==> config.mk <==
export PLATFORM = sky130hd
export DESIGN_NAME = maxii_flash_seq_flat
export DESIGN_NICKNAME = d
export VERILOG_FILES = /design/src/rtl/maxii_flash_seq_if.sv /design/src/rtl/maxii_flash_seq.sv /design/src/flat_wrapper.sv
export SDC_FILE = /design/constraint.sdc
export NUM_CORES = 1
export LEC_CHECK = 0
export ABC_AREA = 1
export BUFFER_PORTS_ARGS = -buffer_cell sky130_fd_sc_hd__buf_2
export CORE_UTILIZATION = 25
export DETAILED_ROUTE_END_ITERATION = 16
export PLACE_DENSITY_LB_ADDON = 0.12
export SLEW_MARGIN = 10
export SYNTH_ARGS = -nofsm -noshare
export SYNTH_HDL_FRONTEND = slang
export SYNTH_SLANG_ARGS = --single-unit
export TNS_END_PERCENT = 10
==> constraint.sdc <==
create_clock -name clk -period 3.43 [get_ports clk]
set_input_delay 0.686 -clock clk [delete_from_list [all_inputs] [get_ports clk]]
set_output_delay 0.686 -clock clk [all_outputs]
set_load 0.01 [all_outputs]
==> src/rtl/maxii_flash_seq_if.sv <==
// Host-side command/response channel of the MAX-II UFM command sequencer.
// The master modport is the host and the slave modport is the sequencer.
interface maxii_flash_seq_if;
  logic        cmd_valid;
  logic        cmd_ready;
  logic [1:0]  cmd_op;
  logic [8:0]  cmd_addr;
  logic [15:0] cmd_wdata;
  logic        rsp_valid;
  logic [15:0] rsp_data;
  logic        rsp_err;

  modport master (
    output cmd_valid, cmd_op, cmd_addr, cmd_wdata,
    input  cmd_ready, rsp_valid, rsp_data, rsp_err
  );

  modport slave (
    input  cmd_valid, cmd_op, cmd_addr, cmd_wdata,
    output cmd_ready, rsp_valid, rsp_data, rsp_err
  );
endinterface

==> src/rtl/maxii_flash_seq.sv <==
// Word-level command sequencer in front of the MAX-II UFM access block.
// Turns READ/WRITE/ERASE into byte-serial address/data loads plus a request strobe,
// each step gated on the UFM busy flag and guarded by a saturating busy timeout.
// Optional: define FLASH_SEQ_VERIFY_EN to read back and compare after every WRITE.
module maxii_flash_seq #(
  parameter int unsigned GAP   = 2,
  parameter int unsigned TMO_W = 24
) (
  input  logic                   clk,
  input  logic                   reset,
  maxii_flash_seq_if.slave       host,
  input  logic                   flash_start,
  output logic [7:0]             flash_bus,
  output logic                   flash_load_addr,
  output logic                   flash_load_data,
  output logic                   flash_read_req,
  output logic                   flash_write_req,
  output logic                   flash_erase_req,
  input  logic                   flash_busy,
  input  logic [15:0]            flash_data
);

  localparam int unsigned GapW = (GAP > 0) ? $clog2(GAP + 1) : 1;

  localparam logic [1:0] OpRead  = 2'd0;
  localparam logic [1:0] OpWrite = 2'd1;
  localparam logic [1:0] OpNop   = 2'd3;

  typedef enum logic [3:0] {
    StInit, StIdle, StAhi, StAlo, StDhi, StDlo, StWr, StRd, StEr, StRsp
  } state_e;

  // Sub-phases of one ISSUE step: strobe, post-strobe gap, busy wait.
  typedef enum logic [1:0] {PhIssue, PhGap, PhWait} phase_e;

  state_e           state_q, state_d, step_next;
  phase_e           phase_q, phase_d;
  logic [GapW-1:0]  gap_q, gap_d;
  logic [TMO_W-1:0] tmo_q, tmo_d, tmo_nxt;
  logic [1:0]       op_q, op_d;
  logic [8:0]       addr_q, addr_d;
  logic [15:0]      wdata_q, wdata_d;
  logic [15:0]      rsp_data_q, rsp_data_d;
  logic             err_q, err_d;
  logic             to_init_q, to_init_d;
  logic             vfy_q, vfy_d;
  logic             strobe;

  // Successor of the current ISSUE step once busy has been seen low.
  always_comb begin
    step_next = StRsp;
    case (state_q)
      StAhi: step_next = StAlo;
      StAlo: begin
        if (op_q == OpRead || vfy_q) begin
          step_next = StRd;
        end else if (op_q == OpWrite) begin
          step_next = StDhi;
        end else begin
          step_next = StEr;
        end
      end
      StDhi: step_next = StDlo;
      StDlo: step_next = StWr;
`ifdef FLASH_SEQ_VERIFY_EN
      StWr:  step_next = StAhi;
`else
      StWr:  step_next = StRsp;
`endif
      default: step_next = StRsp;
    endcase
  end

  // Next-state logic: command accept, step sequencing, timeout and start-loss aborts.
  always_comb begin
    state_d    = state_q;
    phase_d    = phase_q;
    gap_d      = gap_q;
    tmo_d      = tmo_q;
    op_d       = op_q;
    addr_d     = addr_q;
    wdata_d    = wdata_q;
    rsp_data_d = rsp_data_q;
    err_d      = err_q;
    to_init_d  = to_init_q;
    vfy_d      = vfy_q;
    strobe     = 1'b0;
    tmo_nxt    = (&tmo_q) ? tmo_q : tmo_q + TMO_W'(1);

    case (state_q)
      StInit: begin
        if (flash_start && !flash_busy) state_d = StIdle;
      end
      StIdle: begin
        // An accepted command still aborts cleanly if start has dropped.
        if (host.cmd_valid) begin
          op_d    = host.cmd_op;
          addr_d  = host.cmd_addr;
          wdata_d = host.cmd_wdata;
          err_d   = 1'b0;
          vfy_d   = 1'b0;
          phase_d = PhIssue;
          state_d = (host.cmd_op == OpNop) ? StRsp : StAhi;
        end else if (!flash_start) begin
          state_d = StInit;
        end
      end
      StRsp: begin
        state_d   = (to_init_q || !flash_start) ? StInit : StIdle;
        to_init_d = 1'b0;
      end
      default: begin
        if (!flash_start) begin
          err_d     = 1'b1;
          to_init_d = 1'b1;
          state_d   = StRsp;
        end else begin
          case (phase_q)
            PhIssue: begin
              if (!flash_busy) begin
                strobe = 1'b1;
                tmo_d  = '0;
                if (GAP == 0) begin
                  phase_d = PhWait;
                end else begin
                  phase_d = PhGap;
                  gap_d   = GapW'(GAP);
                end
              end else begin
                tmo_d = tmo_nxt;
                if (&tmo_nxt) begin
                  err_d   = 1'b1;
                  state_d = StRsp;
                end
              end
            end
            PhGap: begin
              if (gap_q <= GapW'(1)) begin
                phase_d = PhWait;
              end else begin
                gap_d = gap_q - GapW'(1);
              end
            end
            PhWait: begin
              if (!flash_busy) begin
                phase_d = PhIssue;
                state_d = step_next;
                if (state_q == StRd) begin
                  rsp_data_d = flash_data;
                  if (vfy_q && (flash_data != wdata_q)) err_d = 1'b1;
                end
`ifdef FLASH_SEQ_VERIFY_EN
                if (state_q == StWr) vfy_d = 1'b1;
`endif
              end else begin
                tmo_d = tmo_nxt;
                if (&tmo_nxt) begin
                  err_d   = 1'b1;
                  state_d = StRsp;
                end
              end
            end
            default: phase_d = PhIssue;
          endcase
        end
      end
    endcase
  end

  // State and datapath registers.
  always_ff @(posedge clk or posedge reset) begin
    if (reset) begin
      state_q    <= StInit;
      phase_q    <= PhIssue;
      gap_q      <= '0;
      tmo_q      <= '0;
      op_q       <= '0;
      addr_q     <= '0;
      wdata_q    <= '0;
      rsp_data_q <= '0;
      err_q      <= 1'b0;
      to_init_q  <= 1'b0;
      vfy_q      <= 1'b0;
    end else begin
      state_q    <= state_d;
      phase_q    <= phase_d;
      gap_q      <= gap_d;
      tmo_q      <= tmo_d;
      op_q       <= op_d;
      addr_q     <= addr_d;
      wdata_q    <= wdata_d;
      rsp_data_q <= rsp_data_d;
      err_q      <= err_d;
      to_init_q  <= to_init_d;
      vfy_q      <= vfy_d;
    end
  end

  // UFM bus byte and strobe decode; the byte is held for the whole step.
  always_comb begin
    flash_bus       = '0;
    flash_load_addr = 1'b0;
    flash_load_data = 1'b0;
    flash_read_req  = 1'b0;
    flash_write_req = 1'b0;
    flash_erase_req = 1'b0;
    case (state_q)
      StAhi: begin
        flash_bus       = {7'b0, addr_q[8]};
        flash_load_addr = strobe;
      end
      StAlo: begin
        flash_bus       = addr_q[7:0];
        flash_load_addr = strobe;
      end
      StDhi: begin
        flash_bus       = wdata_q[15:8];
        flash_load_data = strobe;
      end
      StDlo: begin
        flash_bus       = wdata_q[7:0];
        flash_load_data = strobe;
      end
      StRd:    flash_read_req  = strobe;
      StWr:    flash_write_req = strobe;
      StEr:    flash_erase_req = strobe;
      default: flash_bus       = '0;
    endcase
  end

  // Host handshake outputs.
  always_comb begin
    host.cmd_ready = (state_q == StIdle);
    host.rsp_valid = (state_q == StRsp);
    host.rsp_data  = rsp_data_q;
    host.rsp_err   = err_q;
  end

endmodule

==> src/flat_wrapper.sv <==
// flat-port wrapper written by rule: the top's interface ports become plain ports
module maxii_flash_seq_flat 
#(
  parameter int unsigned GAP   = 2,
  parameter int unsigned TMO_W = 24
)
  (clk, reset, flash_start, flash_bus, flash_load_addr, flash_load_data, flash_read_req, flash_write_req, flash_erase_req, flash_busy, flash_data, host_cmd_valid, host_cmd_op, host_cmd_addr, host_cmd_wdata, host_cmd_ready, host_rsp_valid, host_rsp_data, host_rsp_err);
  maxii_flash_seq_if host_i ();
  input  logic clk;
  input  logic reset;
  input  logic flash_start;
  output logic [7:0] flash_bus;
  output logic flash_load_addr;
  output logic flash_load_data;
  output logic flash_read_req;
  output logic flash_write_req;
  output logic flash_erase_req;
  input  logic flash_busy;
  input  logic [15:0] flash_data;
  input wire logic [$bits(host_i.cmd_valid)-1:0] host_cmd_valid;
  input wire logic [$bits(host_i.cmd_op)-1:0] host_cmd_op;
  input wire logic [$bits(host_i.cmd_addr)-1:0] host_cmd_addr;
  input wire logic [$bits(host_i.cmd_wdata)-1:0] host_cmd_wdata;
  output wire logic [$bits(host_i.cmd_ready)-1:0] host_cmd_ready;
  output wire logic [$bits(host_i.rsp_valid)-1:0] host_rsp_valid;
  output wire logic [$bits(host_i.rsp_data)-1:0] host_rsp_data;
  output wire logic [$bits(host_i.rsp_err)-1:0] host_rsp_err;
  assign host_i.cmd_valid = host_cmd_valid;
  assign host_i.cmd_op = host_cmd_op;
  assign host_i.cmd_addr = host_cmd_addr;
  assign host_i.cmd_wdata = host_cmd_wdata;
  assign host_cmd_ready = host_i.cmd_ready;
  assign host_rsp_valid = host_i.rsp_valid;
  assign host_rsp_data = host_i.rsp_data;
  assign host_rsp_err = host_i.rsp_err;
  maxii_flash_seq #(.GAP(GAP), .TMO_W(TMO_W)) u_core (.clk(clk), .reset(reset), .host(host_i), .flash_start(flash_start), .flash_bus(flash_bus), .flash_load_addr(flash_load_addr), .flash_load_data(flash_load_data), .flash_read_req(flash_read_req), .flash_write_req(flash_write_req), .flash_erase_req(flash_erase_req), .flash_busy(flash_busy), .flash_data(flash_data));
endmodule
Yosys cells after proc, flatten, opt, wreduce, memory -nomap -nowiden
Cells that the tools add are included. W data, S select, Z words.

Output and inout port bits: 32. Bits in registers: 77.

Equality and inequality tests: 30. Magnitude comparators: 1. Multiplexer cells: 46. Add/sub/neg operators: 2. Bitwise logic cells: 4. Reductions and logical operators: 26.

Operators with widths (number): $mux W24 (3); $pmux W24 S2 (1); $reduce_and A24 Y1 (2); $mux W4 (10); $pmux W8 S4 (1); $add A24 B1 Y24 const B (1); $eq A4 B3 Y1 const B (4); $mux W1 (16); $pmux W4 S4 (1); $mux W2 (7); $pmux W4 S3 (1); $reduce_and A5 Y1 (2); $reduce_or A2 Y1 (5); $ne A3 B3 Y1 const B (3); $eq A4 B2 Y1 const B (2); $eq A4 B4 Y1 const B (2); $ne A2 B2 Y1 const B (4); $ne A4 B4 Y1 const B (2); $pmux W2 S2 (2); $pmux W4 S2 (1); $reduce_and A4 Y1 (2); $reduce_and A7 Y1 (1); $ne A6 B1 Y1 const B (1); $ne A6 B4 Y1 const B (1); other kinds (22) (34).

Logic depth before layout (Yosys ltp)
Gate-level depths: netlist of run 1.

Depth in word-level cells: 8. Gate-level depth with buffers: 18.

Worst setup path before layout of run 1
No wires, ideal clock.

Kind: input-to-output. From: input port flash_start. To: output port flash_erase_req. Path slack: 1042 ps. Required time: 2744 ps. Arrival: 1702 ps. Stages on the path: 5. Buffers on the path: 1. Cells stage by stage: buf_6 inv_1 nor2_1 nand4_4 nor4_1.

Longest elaborated chain between the ends: 3.

RTL lines: start, declared (line flat_wrapper.sv:11) `input logic flash_start;`; $mux W1 (line maxii_flash_seq.sv:113) `if (!flash_start) begin`; $mux W1 (line maxii_flash_seq.sv:90) `case (state_q)`; $mux W1 (line maxii_flash_seq.sv:207) `case (state_q)`; end, declared (line flat_wrapper.sv:17) `output logic flash_erase_req;`.

Every way passes these cells.

Final worst setup path of run 1
From: register u_core.state_q[2]. To: output port flash_bus[3].

Longest elaborated chain between the ends: 2.

RTL lines: start, declared (line maxii_flash_seq.sv:36) `state_e state_q, state_d, step_next;`; start signal, assigned (line maxii_flash_seq.sv:173) `state_q <= StInit;`; start signal, assigned (line maxii_flash_seq.sv:185) `state_q <= state_d;`; $eq A4 B3 Y1 / $eq A4 B2 Y1 (equally long branches) (line maxii_flash_seq.sv:207); $pmux W8 S4 * (line maxii_flash_seq.sv:207); end, declared (line flat_wrapper.sv:12) `output logic [7:0] flash_bus;`.

Mark *: on every way between the ends. The rest lies on a longest branch, timed or not.

==> results.sh, run 1 <==
export IMPL_ff2ff_path_depth=6
export IMPL_rsz0062_at_grt="false"
export IMPL_drc=0
export IMPL_path_cells="inv_1 > nor2_2 > inv_1 > nor2_1 > inv_1 > o211ai_1 > buf_2"
export IMPL_io_pins=80
export IMPL_drtAntennaViolNets=0
export IMPL_switching_share=0.408
export IMPL_crit_buf_inv=4
export IMPL_synth_edf_count=0
export IMPL_rr_endpoint="u_core.host.rsp_data[15]$_DFFE_PP0P_"
export IMPL_drv_cap=0
export IMPL_routedWlPerCell_um=14.0
export IMPL_power_frac_seq=0.381
export IMPL_cp_start_kind="flop"
export IMPL_drive_gt1_frac=0.224
export IMPL_cts_buffers=9
export IMPL_grt_pass1_wl_um=21500
export IMPL_wirelength_um=12900
export IMPL_critPathKind="reg -> out"
export IMPL_rrSetupSlack_ns=0.94
export IMPL_synthToLayoutAreaGrowth_pct=21.5
export IMPL_combPwrFrac=0.357
export IMPL_cts_root_buf="clkbuf_16"
export IMPL_yosysMostFrequentCell="nand2_1"
export IMPL_finalSetupTns_ns=0
export IMPL_synthTopCellsByArea="dfrtp_1 42%, nand2_1 16%, inv_1 7.2%"
export IMPL_synth_top_area_cell="dfrtp_1"
export IMPL_p_sw_uw=1620
export IMPL_cts_tree="yes"
export IMPL_place_hpwl_um=9820
export IMPL_slowest_stage="dfrtp_1"
export IMPL_cts_hold_buffers_added=0
export IMPL_synth_warnings=0
export IMPL_seq_area_frac_synth=0.424
export IMPL_first_global_vias=4194
export IMPL_overflow=0
export IMPL_clockBufferDepth=2
export IMPL_grt_use_total=0.149
export IMPL_clk_latency_ns=0.35
export IMPL_gp_congestion=0.854
export IMPL_vias=4187
export IMPL_required_ns=2.74
export IMPL_setup_slack_ns=0.319
export IMPL_synth_common_cells="198 x nand2_1, 87 x inv_1, 77 x dfrtp_1"
export IMPL_timing_rr_start="u_core.state_q[2]$_DFFE_PP0P_"
export IMPL_hold_slack_ns=0.459
export IMPL_dr_wl_met3_um=648
export IMPL_pre_cts_ws_ns=0.697
export IMPL_grt_antenna_before_repair=0
export IMPL_avgSynthCellArea_um2=7.37
export IMPL_cpMostUsedCell="inv_1"
export IMPL_period_minus_slack_ns=3.11
export IMPL_clock_sinks=77
export IMPL_ctsResizeCount=0
export IMPL_die_x_um=137
export IMPL_syn_inst=616
export IMPL_drv_slew=0
export IMPL_fin_skew_ns=0.0144
export IMPL_status="finished, final reports clean"
export IMPL_row_count=48
export IMPL_leakagePower_uw=0.00277
export IMPL_p_per_area_nw_per_um2=722
export IMPL_post_route_util=0.315
export IMPL_hold_viol=0
export IMPL_dr_pass1_iters=4
export IMPL_arrival_ns=2.42
export IMPL_n_antenna_cell=0
export IMPL_core_area_um2=17500
export IMPL_drtIter0Drc=246
export IMPL_crit_family="simple AND/OR/NAND/NOR gates"
export IMPL_max_stage_delay_ns=0.45
export IMPL_path_clk_slew_ns=0.07
export IMPL_cp_end_kind="output port"
export IMPL_peakVddDrop_mv=0.254
export IMPL_finalCritPeriodShare=0.907
export IMPL_internal_power_uw=2360
export IMPL_syn_nets=666
export IMPL_m1WireLength_um=6140
export IMPL_synth_top_cell_area_share=0.424
export IMPL_cts_setup_buffers=0
export IMPL_wl_met2_um=6020
export IMPL_start_util=0.259
export IMPL_die_area_um2=18700
export IMPL_finalSetupViolCount=0
export IMPL_slew_headroom=0.472
export IMPL_routed_top_layer="met4"
export IMPL_vias_per_cell=4.52
export IMPL_layout_nets=746
export IMPL_ys_seq_elements=77
export IMPL_die_h_um=137
export IMPL_ys_types=39
export IMPL_power_share_clock=0.263
export IMPL_async_reset_ff_frac=1.00
export IMPL_worst_hold_path_type="in -> async"
export IMPL_ys_flop_type="dfrtp_1"
export IMPL_htreeDepth=3
export IMPL_grt_max_degree=45
export IMPL_tightest_slew_ns=0.793
export IMPL_fmax_ghz=0.321
export IMPL_synth_area_um2=4540
export IMPL_port_buffers=79
export IMPL_path_max_fanout=10
power by group through the flow:
stage          combinational, uW  sequential (uW)  clock (uW)
3_5_place_dp                1430             1530           0
4_1_cts                     1440             1520        1090
2_1_floorplan               1080             1440           0
3_3_place_gp                1430             1530           0
5_1_grt                     1640             1570        1130
6_report                    1420             1520        1050
sequential cells by signal, indices dropped and copies added (netlist names):
register / count
u_core.tmo_q: 24
u_core.host.rsp_data: 16
u_core.wdata_q: 16
u_core.addr_q: 9
u_core.state_q: 4
u_core.gap_q: 2
u_core.op_q: 2
u_core.phase_q: 2
u_core.host.rsp_err: 1
u_core.to_init_q: 1
cell families after synthesis:
logic type	count (synthesis)	synth area share
fa+ha+maj	2	0.00551
xor+xnor	7	0.0135
buf+inv	107	0.0931
mux	16	0.0397
compound gates	59	0.0804
flops	77	0.424
simple gates	348	0.344
stage by stage:
| step | power [uW] | cells | cell area, um^2 |
|---|---|---|---|
| finish | 3980 | 926 | 5520 |
| global route | 4340 | 926 | 5520 |
| CTS | 4050 | 926 | 5520 |
| detailed placement | 2960 | 910 | 5200 |
| global placement | 2960 | 910 | 5200 |
| floorplan | 2520 | 616 | 4540 |
metal layers:
layer  vias to the layer above  global-route usage
li1                       2116                   -
met1                      1973               0.199
met2                        89               0.239
met3                         9              0.0370
met4                         0              0.0440
met5                         -                   0
cell type report:
class / instances / area (um^2)
clock buffers: 9 / 225
clock inverters: 7 / 96.3
fillers: 1928 / 12000
inverters: 94 / 357
multi-input cells: 432 / 2200
flip-flops and latches: 77 / 1930
well taps: 225 / 282
repair buffers: 82 / 430
how the worst max path moves through the flow:
stage | slack [ns] | from | to | cells past startpoint
4_1_cts | 0.31 | u_core.state_q[2]$_DFFE_PP0P_ | flash_bus[0] | 7
6_report | 0.32 | u_core.state_q[2]$_DFFE_PP0P_ | flash_bus[3] | 7
3_3_place_gp | 0.69 | u_core.state_q[2]$_DFFE_PP0P_ | flash_bus[3] | 7
2_1_floorplan | 0.78 | reset | u_core.addr_q[0]$_DFFE_PP0P_ | 1
3_5_place_dp | 0.70 | u_core.state_q[2]$_DFFE_PP0P_ | flash_bus[0] | 7
5_1_grt | 0.16 | u_core.state_q[2]$_DFFE_PP0P_ | flash_bus[4] | 7
layout by cell type (no fill, tap or decap), types with 4 or more instances in the layout:
cell and n:
nand2_1 198, inv_1 86, buf_2 79, dfrtp_1 77, nor2_1 62, nand3_1 43, o22ai_1 24, mux2_2 16
o21ai_0 15, nor2_2 10, nand2_2 9, clkbuf_16 9, a21oi_1 7, xor2_1 7, inv_2 6, nor2_4 5
nor3_1 5, o211ai_1 5, nand4_1 4
No activity file was read; power rests on OpenSTA's default activity.
==> run 2: changes to the inputs <==
Clock period 3.43 ns to 3.4 ns, I/O delays scaled along.
==> results.sh, run 2 (synthesized netlist as in run 1, its figures left out) <==
export IMPL_dr_pass1_iters=5
export IMPL_cts_buffers=9
export IMPL_core_area_um2=17500
export IMPL_period_minus_slack_ns=3.10
export IMPL_start_util=0.259
export IMPL_rsz0062_at_grt="false"
export IMPL_vias_per_cell=4.57
export IMPL_slew_headroom=0.446
export IMPL_die_area_um2=18700
export IMPL_switching_share=0.413
export IMPL_hold_viol=0
export IMPL_drive_gt1_frac=0.223
export IMPL_tightest_slew_ns=0.831
export IMPL_io_pins=80
export IMPL_clock_sinks=77
export IMPL_required_ns=2.72
export IMPL_drv_cap=0
export IMPL_finalCritPeriodShare=0.913
export IMPL_place_hpwl_um=9950
export IMPL_path_clk_slew_ns=0.06
export IMPL_setup_slack_ns=0.295
export IMPL_fmax_ghz=0.322
export IMPL_row_count=48
export IMPL_final_cell_mix="198 x nand2_1, 86 x inv_1, 79 x buf_2"
export IMPL_rr_endpoint="u_core.host.rsp_data[8]$_DFFE_PP0P_"
export IMPL_p_sw_uw=1650
export IMPL_ctsResizeCount=0
export IMPL_pre_cts_ws_ns=0.644
export IMPL_status="finished, final reports clean"
export IMPL_routedWlPerCell_um=14.3
export IMPL_gp_congestion=0.891
export IMPL_nFillCells=1913
export IMPL_combPwrFrac=0.360
export IMPL_die_h_um=137
export IMPL_regArea_um2=1930
export IMPL_first_global_vias=4367
export IMPL_htreeDepth=3
export IMPL_grt_max_degree=44
export IMPL_cts_setup_buffers=0
export IMPL_rrSetupSlack_ns=0.90
export IMPL_power_share_clock=0.256
export IMPL_layout_nets=746
export IMPL_wirelength_um=13300
export IMPL_cts_root_buf="clkbuf_16"
export IMPL_cp_start_kind="flop"
export IMPL_critPathKind="reg -> out"
export IMPL_grt_use_total=0.153
export IMPL_clk_latency_ns=0.35
export IMPL_largest_register_ffs=24
export IMPL_clockBufferDepth=2
export IMPL_drc=0
export IMPL_crit_path_start="u_core.state_q[2]$_DFFE_PP0P_"
export IMPL_cp_end_kind="output port"
export IMPL_peakVddDrop_mv=0.248
export IMPL_cts_hold_buffers_added=0
export IMPL_drtAntennaViolNets=0
export IMPL_port_buffers=79
export IMPL_overflow=0
export IMPL_drv_slew=0
export IMPL_multi_input_area_um2=2200
export IMPL_grt_pass1_wl_um=22000
export IMPL_grt_antenna_before_repair=1
export IMPL_n_antenna_cell=0
export IMPL_path_max_fanout=10
export IMPL_regMostFlops="u_core.tmo_q"
export IMPL_leakagePower_uw=0.00276
export IMPL_vias=4231
export IMPL_finalSetupTns_ns=0
export IMPL_power_frac_seq=0.384
export IMPL_cts_tree="yes"
export IMPL_internal_power_uw=2340
export IMPL_ff2ff_path_depth=6
export IMPL_drtIter0Drc=264
export IMPL_fin_skew_ns=0.0106
export IMPL_p_per_area_nw_per_um2=726
export IMPL_finalSetupViolCount=0
export IMPL_worst_hold_path_type="in -> async"
export IMPL_arrival_ns=2.42
export IMPL_final_common_cell="nand2_1"
export IMPL_timing_rr_start="u_core.state_q[2]$_DFFE_PP0P_"
export IMPL_die_x_um=137
export IMPL_synthToLayoutAreaGrowth_pct=21.2
## run 2: layout make-up
class                           instances  area share
Timing Repair Buffer                   82      0.0782
Tap cell                              225      0.0511
Multi-Input combinational cell        432       0.400
Clock inverter                          4      0.0100
Clock buffer                           11      0.0459
Inverter                               94      0.0648
Sequential cell                        77       0.350
## run 2: worst max-delay path, stage by stage, from the launching register on
cell	delay [ns]
dfrtp_1	0.45
inv_1	0.09
nor2_2	0.38
inv_1	0.20
nor2_1	0.34
inv_1	0.21
o211ai_1	0.24
buf_2	0.17
## run 2: power by group through the flow
| stage | Clock (uW) | Combinational (uW) | Sequential (uW) |
|---|---|---|---|
| detailed placement | 0 | 1450 | 1550 |
| global route | 1100 | 1660 | 1580 |
| floorplan | 0 | 1090 | 1460 |
| finish | 1020 | 1440 | 1540 |
| CTS | 1060 | 1450 | 1530 |
| global placement | 0 | 1450 | 1550 |
## run 2: worst max path at each step
stage / endpoint / slack [ns] / cells after the start
CTS: flash_bus[0] / 0.26 / 7
floorplan: u_core.addr_q[0]$_DFFE_PP0P_ / 0.75 / 1
global placement: flash_bus[3] / 0.64 / 7
finish: flash_bus[3] / 0.30 / 7
detailed placement: flash_bus[0] / 0.64 / 7
global route: flash_bus[3] / 0.08 / 7
## run 2: stage by stage
step            util  power [uW]  hold slack [ns]  cell area, um^2  cells
3_5_place_dp   0.296        2990            0.460             5200    910
2_1_floorplan      -        2550            0.442             4540    616
5_1_grt        0.314        4340            0.494             5500    925
6_report       0.314        4000            0.455             5500    925
4_1_cts        0.314        4040            0.476             5500    925
3_3_place_gp   0.296        3000            0.459             5200    910
## run 2: per-layer routing
layer,up-vias,GRT usage,wire [um]
met2,123,0.239,5920
met1,1966,0.201,6320
met5,-,0,0
li1,2119,-,-
met3,23,0.0400,767
met4,0,0.0568,244
